<file path="config.mk">
export PLATFORM = sky130hd
export DESIGN_NAME = demosaic_bayer_tx
export DESIGN_NICKNAME = d
export VERILOG_FILES = /design/src/rtl/demosaic_bayer_tx.sv
export SDC_FILE = /design/constraint.sdc
export NUM_CORES = 1
export LEC_CHECK = 0
export CORE_MARGIN = 1.5
export CORE_UTILIZATION = 35
export CTS_CLUSTER_SIZE = 24
export DETAILED_ROUTE_END_ITERATION = 8
export PLACE_DENSITY = 0.52
export SETUP_SLACK_MARGIN = 0.05
export SLEW_MARGIN = 20
export SYNTH_ARGS = -nofsm -noshare
export SYNTH_HDL_FRONTEND = slang
export SYNTH_SLANG_ARGS = --single-unit
</file>
<file path="constraint.sdc">
create_clock -name PCLK -period 1.95 [get_ports PCLK]
set_input_delay 0.39 -clock PCLK [delete_from_list [all_inputs] [get_ports PCLK]]
set_output_delay 0.39 -clock PCLK [all_outputs]
set_load 0.005 [all_outputs]
</file>
<file path="src/rtl/demosaic_bayer_tx.sv">
// Bayer RGGB raw-stream source with VSYNC/HSYNC framing and blanking, used as a sensor emulator.
// Optional BAYER_TX_LFSR_EN: PATTERN 3 becomes an LFSR noise field (otherwise constant mid-grey).
module demosaic_bayer_tx #(
  parameter int Cols     = 512,
  parameter int ActCols  = 480,
  parameter int Lines    = 768,
  parameter int ActLines = 720
) (
  input  logic       PCLK,
  input  logic       RST,
  input  logic       START,
  input  logic       CONTINUOUS,
  input  logic [1:0] PATTERN,
  output logic       BUSY,
  output logic       FRAME_DONE,
  output logic       VSYNC,
  output logic       HSYNC,
  output logic [7:0] BAYERDATA
);

  localparam logic [10:0] ColLast  = 11'(Cols - 1);
  localparam logic [10:0] LineLast = 11'(Lines - 1);
  localparam logic [10:0] ActColsW = 11'(ActCols);
  localparam logic [10:0] ActLinW  = 11'(ActLines);

  typedef enum logic {S_IDLE, S_RUN} state_t;

  state_t      state_q, state_d;
  logic [10:0] col_q, col_d;
  logic [10:0] line_q, line_d;
  logic [1:0]  pat_q, pat_d;
  logic        run, last_col, last_slot, frame_start;
  logic [7:0]  pix, pix_rnd;

  always_ff @(posedge PCLK or posedge RST) begin
    if (RST) begin
      state_q <= S_IDLE;
      col_q   <= '0;
      line_q  <= '0;
      pat_q   <= '0;
    end else begin
      state_q <= state_d;
      col_q   <= col_d;
      line_q  <= line_d;
      pat_q   <= pat_d;
    end
  end

  assign run       = (state_q == S_RUN);
  assign last_col  = (col_q == ColLast);
  assign last_slot = last_col && (line_q == LineLast);

  always_comb begin
    state_d     = state_q;
    col_d       = col_q;
    line_d      = line_q;
    pat_d       = pat_q;
    frame_start = 1'b0;
    case (state_q)
      S_IDLE: begin
        if (START) begin
          state_d     = S_RUN;
          col_d       = '0;
          line_d      = '0;
          pat_d       = PATTERN;
          frame_start = 1'b1;
        end
      end
      S_RUN: begin
        if (last_slot) begin
          col_d  = '0;
          line_d = '0;
          // CONTINUOUS is sampled live at the frame boundary, so no idle gap between frames
          if (CONTINUOUS) begin
            pat_d       = PATTERN;
            frame_start = 1'b1;
          end else begin
            state_d = S_IDLE;
          end
        end else if (last_col) begin
          col_d  = '0;
          line_d = line_q + 11'd1;
        end else begin
          col_d = col_q + 11'd1;
        end
      end
      default: state_d = S_IDLE;
    endcase
  end

`ifdef BAYER_TX_LFSR_EN
  logic [7:0] lfsr_q, lfsr_d;

  always_ff @(posedge PCLK or posedge RST) begin
    if (RST) lfsr_q <= 8'hA5;
    else     lfsr_q <= lfsr_d;
  end

  // x^8+x^6+x^5+x^4+1; advances only on active pixels so blanking holds the sequence
  always_comb begin
    lfsr_d = lfsr_q;
    if (frame_start)
      lfsr_d = 8'hA5;
    else if (HSYNC)
      lfsr_d = {lfsr_q[6:0], lfsr_q[7] ^ lfsr_q[5] ^ lfsr_q[4] ^ lfsr_q[3]};
  end

  assign pix_rnd = lfsr_q;
`else
  assign pix_rnd = 8'h80;
`endif

  always_comb begin
    pix = 8'h00;
    case (pat_q)
      2'd0: pix = col_q[7:0];
      2'd1: pix = line_q[7:0];
      2'd2: begin
        if (!line_q[0] && !col_q[0])     pix = 8'hF0;
        else if (line_q[0] && col_q[0])  pix = 8'h10;
        else                             pix = 8'h80;
      end
      default: pix = pix_rnd;
    endcase
  end

  assign BUSY       = run;
  assign FRAME_DONE = run && last_slot;
  assign VSYNC      = run && (line_q < ActLinW);
  assign HSYNC      = VSYNC && (col_q < ActColsW);
  assign BAYERDATA  = HSYNC ? pix : 8'h00;

endmodule
</file>
==> Word-level counts from Yosys, hierarchy flattened <==
Index checks and enable logic that the tools add are counted.
{ "op_classes": {"div_mod_pow": 0, "addsub": 2, "mux": 19, "n_reduce_logical": 11, "n_mul": 0, "n_bitwise": 1, "n_shift": 0, "n_eq_ne": 8, "magnitude_cmp": 2} }
{ "op_table": {"columns": ["operator", "count"], "rows": [
  ["$mux 11", 5],
  ["$pmux 11 s2", 2],
  ["$mux 8", 3],
  ["$pmux 8 s3", 1],
  ["$add 11x1->11 const B", 2],
  ["$eq 11x10->1 const B", 1],
  ["$eq 11x9->1 const B", 1],
  ["$lt 11x10->1 const B", 1],
  ["$lt 11x9->1 const B", 1],
  ["$logic_and 1x1->1", 6],
  ["$mux 2", 3],
  ["$ne 2x2->1 const B", 2],
  ["$pmux 2 s2", 1],
  ["$mux 1", 3],
  ["$ne 3x1->1 const B", 1],
  ["$reduce_and 3->1", 1],
  ["$eq 2x1->1 const B", 1],
  ["$eq 2x2->1 const B", 1],
  ["$logic_not 1->1", 2],
  ["$logic_not 2->1", 1],
  ["$ne 2x1->1 const B", 1],
  ["$pmux 1 s2", 1],
  ["$reduce_and 2->1", 1],
  ["$not 1->1", 1]
]} }
{ "totals": {"latch_bits": 0, "mem_count": 0, "romBits": 0, "ff_bits": 25, "ramBits": 0, "elab_cells": 47} }

==> Depth between registers and ports, before layout <==
{ "depth": {"word_depth": 5, "mapped_depth": 6, "ltp_nobuf": 6} }

==> Worst setup path before layout <==
Ideal clock, no wire load.
{ "synth_path": {"kind": "register to output", "startpoint": "register col_q[5]", "endpoint": "output port BAYERDATA[0]", "path_stages_with_launch": 6, "t_required_ps": 1560, "slack_ps": 130, "arrival_ps": 1430, "path_cell_list": "dfrtp_1 > buf_4 > and4_1 > buf_4 > nand4b_1 > nor3_1"} }
{ "synth_between": {"elab_chain_len": 3} }
{ "synth_rtl": {"columns": ["item", "line_no", "rtl"], "rows": [
  ["from (decl)", "29", "logic [10:0] col_q, col_d;"],
  ["from (signal assigned)", "43", "col_q <= col_d;"],
  ["$lt 11x9->1", "130", "assign HSYNC = VSYNC && (col_q < ActColsW);"],
  ["$logic_and 1x1->1", "130", null],
  ["$mux 8", "131", "assign BAYERDATA = HSYNC ? pix : 8'h00;"],
  ["to (decl)", "18", "output logic [7:0] BAYERDATA"]
]} }
No other way between the ends.

==> Worst setup path in the final report <==
{ "layout_path": {"startpoint": "register line_q[4]", "endpoint": "output port BAYERDATA[0]"} }
{ "layout_between": {"elab_chain_len": 4} }
{ "layout_rtl": {"columns": ["item", "line_no", "rtl"], "rows": [
  ["from (decl)", "30", "logic [10:0] line_q, line_d;"],
  ["from (signal assigned)", "44", "line_q <= line_d;"],
  ["$lt 11x10->1", "129", "assign VSYNC = run && (line_q < ActLinW);"],
  ["$logic_and 1x1->1", "129", null],
  ["$logic_and 1x1->1", "130", null],
  ["$mux 8", "131", null]
]} }
No other way between the ends.

==> results.sh <==
export IMPL_cp_data_required_time_ns=1.56
export IMPL_postSynth_asyncResetShare_pct=100
export IMPL_start_util_pct=37.3
export IMPL_setup_worst_path_class="reg -> out"
export IMPL_place_hpwl_um=3680
export IMPL_cts_path_max_buffers=2
export IMPL_core_mm2=0.00444
export IMPL_drt_iter0_markers=101
export IMPL_ant_nets=0
export IMPL_pin_count=18
export IMPL_root_buffer="clkbuf_8"
export IMPL_crit_path_end_kind="output port"
export IMPL_yosysSeqAreaShare_pct=37.7
export IMPL_ys_ff_latch=25
export IMPL_power_switching_w=0.000760
export IMPL_p_clk_share_pct=16.4
export IMPL_violations="negative setup slack"
export IMPL_antenna_found_initial=0
export IMPL_ctsHoldBuffers=0
export IMPL_use_met3_pct=3.52
export IMPL_insertion_delay_ns=0.28
export IMPL_worst_pin_slew_ns=0.370
export IMPL_worstRegToRegCells=7
export IMPL_rr_startpoint="col_q[0]$_DFFE_PP0P_"
export IMPL_max_slew_margin_pct=75.4
export IMPL_finClkSkew_ns=0.00471
export IMPL_grt_pass1_wl_um=8480
export IMPL_final_area_mm2=0.00230
export IMPL_layout_drive_gt1_share_pct=34.7
export IMPL_via_per_inst=5.78
export IMPL_die_area_mm2=0.00516
export IMPL_synth_main_ff_cell="dfrtp_1"
export IMPL_overflow=0
export IMPL_internal_power_w=0.00124
export IMPL_rows=24
export IMPL_io_buffers=17
export IMPL_worst_hold_path_type="in -> async"
export IMPL_cts_sinks=25
export IMPL_cap_viol_max_count=0
export IMPL_ys_types=49
export IMPL_ir_drop_v=0.000376
export IMPL_yosys_top_cells_area="dfrtp_1 38%, mux2i_1 4.8%, nand2_1 4.5%"
export IMPL_yosys_warnings=0
export IMPL_status="finished, violations left"
export IMPL_drc=0
export IMPL_die_x_um=71.9
export IMPL_setup_viol=8
export IMPL_grt_usage_pct=21.0
export IMPL_use_met2_pct=33.8
export IMPL_grt_max_degree=26
export IMPL_grt_busiest_layer="met2"
export IMPL_synth_edf_count=0
export IMPL_cp_arrival_ns=1.73
export IMPL_syn_inst=191
export IMPL_yosysMostFrequentCell="dfrtp_1"
export IMPL_crit_path_max_fanout=7
export IMPL_finalCriticalPeriod_ns=2.12
export IMPL_startpoint_type="register"
export IMPL_dpl_worst_slack_ns=-0.251
export IMPL_cts_buffers_inserted=3
export IMPL_synth_area_mm2=0.00166
export IMPL_yosys_top_cells_count="25 x dfrtp_1, 20 x nand2_1, 14 x nor2_1, 14 x o21ai_0, 13 x a21oi_1"
export IMPL_fin_hold_ws_ns=0.456
export IMPL_r2r_slack_ns=0.11
export IMPL_p_leak_nw=0.980
export IMPL_drv_slew=0
export IMPL_path_clk_slew_ns=0.10
export IMPL_die_h_um=71.9
export IMPL_wl_um=5120
export IMPL_rsz0062_at_grt="true"
export IMPL_placed_cell_area_mm2=0.00213
export IMPL_avgSynthCellArea_um2=8.69
export IMPL_post_route_period_util_pct=109
export IMPL_seq_power_share_pct=36.9
export IMPL_synth_top_area_share_pct=37.7
export IMPL_r2r_end="pat_q[0]$_DFFE_PP0P_"
export IMPL_power_total_w=0.00200
export IMPL_antenna_cells=0
export IMPL_pwr_share_comb_pct=46.7
export IMPL_routedWlPerCell_um=17.1
export IMPL_design_final_nets=259
export IMPL_synth_nets=201
export IMPL_num_vias=1733
export IMPL_firstDrtPassIters=6
export IMPL_place_congestion=0.948
export IMPL_h_tree_depth=1
export IMPL_setup_ws_ns=-0.167
export IMPL_yosysTopAreaCell="dfrtp_1"
export IMPL_p_per_area_mw_per_mm2=872
export IMPL_hold_violations=0
export IMPL_cts_tree="done"
export IMPL_fmax_mhz=472
export IMPL_p_sw_share_pct=38.0
export IMPL_area_delta_synth_final_pct=38.5
export IMPL_met1_usage_pct=28.6
export IMPL_grt_pass1_vias=1761
## routing by layer
| layer | vias to the layer above | part of all wire, % |
|---|---|---|
| met2 | 70 | 46 |
| met4 | 0 | 2.4 |
| met5 | - | 0 |
| met3 | 15 | 5.9 |
| li1 | 816 | - |
| met1 | 832 | 45 |
## worst max path at each step
stage	from	end
floorplan	col_q[5]$_DFFE_PP0P_	BAYERDATA[0]
global placement	line_q[4]$_DFFE_PP0P_	BAYERDATA[3]
detailed placement	line_q[4]$_DFFE_PP0P_	BAYERDATA[2]
CTS	line_q[5]$_DFFE_PP0P_	BAYERDATA[1]
global route	line_q[4]$_DFFE_PP0P_	BAYERDATA[1]
finish	line_q[4]$_DFFE_PP0P_	BAYERDATA[0]
## stage by stage
| stage | cells | TNS (ns) | utilization (%) |
|---|---|---|---|
| 4_1_cts | 298 | -1.07 | 50.5 |
| 5_1_grt | 300 | -1.42 | 51.7 |
| 6_report | 300 | -0.737 | 51.7 |
| 3_3_place_gp | 289 | -0.760 | 48.0 |
| 2_1_floorplan | 191 | 0 | - |
| 3_5_place_dp | 289 | -1.41 | 48.0 |
## cell families after synthesis
family,share of synthesized area [%]
simple gates,24.3
fa+ha+maj,3.02
xor+xnor,1.58
flops,37.7
compound gates,21.8
mux,6.18
buf+inv,5.43
## sequential cells by signal, summed over array words and instances (netlist names)
| name | count |
|---|---|
| col_q | 11 |
| line_q | 11 |
| pat_q | 2 |
| BUSY | 1 |
## final cells by class
type	instances	area, um2
fillers	427	2150
multi-input cells	147	1040
flip-flops and latches	25	626
repair buffers	64	493
well taps	52	65.1
clock buffers	4	45.0
inverters	8	32.5
## cell usage in the layout (no fill, tap or decap), types with 2 or more instances in the layout
cell type,synthesis,layout
buf_4,4,42
dfrtp_1,25,25
nand2_1,20,20
o21ai_0,14,14
nor2_1,14,13
a21oi_1,13,12
mux2i_1,8,8
buf_2,1,8
nand4_1,7,7
inv_1,7,6
a31oi_1,6,6
clkdlybuf4s50_1,0,6
o31ai_1,5,5
nand3_1,5,5
buf_6,0,5
nor3_2,0,4
and4_1,3,3
and3_1,3,3
nor3_1,7,3
o21ai_2,0,3
or3_1,3,3
ha_4,0,3
clkbuf_8,0,3
nor2_2,1,2
a22oi_1,2,2
or2_2,2,2
nor2b_1,2,2
xnor2_1,2,2
mux2_2,2,2
clkbuf_2,2,2
## critical path, stage by stage (launching register included)
cell      delay [ns]
dfrtp_1         0.39
o211a_1         0.24
o21ai_2         0.13
nand4b_1        0.14
buf_6           0.16
buf_6           0.12
nor3_2          0.15
buf_2           0.12
## power by group through the flow
stage	Sequential [W]	Combinational, W	Clock, W
after floorplan	0.000762	0.000438	0
after global placement	0.000737	0.000823	0
after detailed placement	0.000741	0.000844	0
after CTS	0.000734	0.000886	0.000330
after global routing	0.000757	0.00103	0.000347
final	0.000739	0.000936	0.000328
## what timing repair did
item,CTS,global route
cloned,0,0
setup endpoints to repair,14,17
pin swaps,12,8
gates resized for setup,50,15
buffers inserted,5,2
Power figures use the tool's default switching activity.
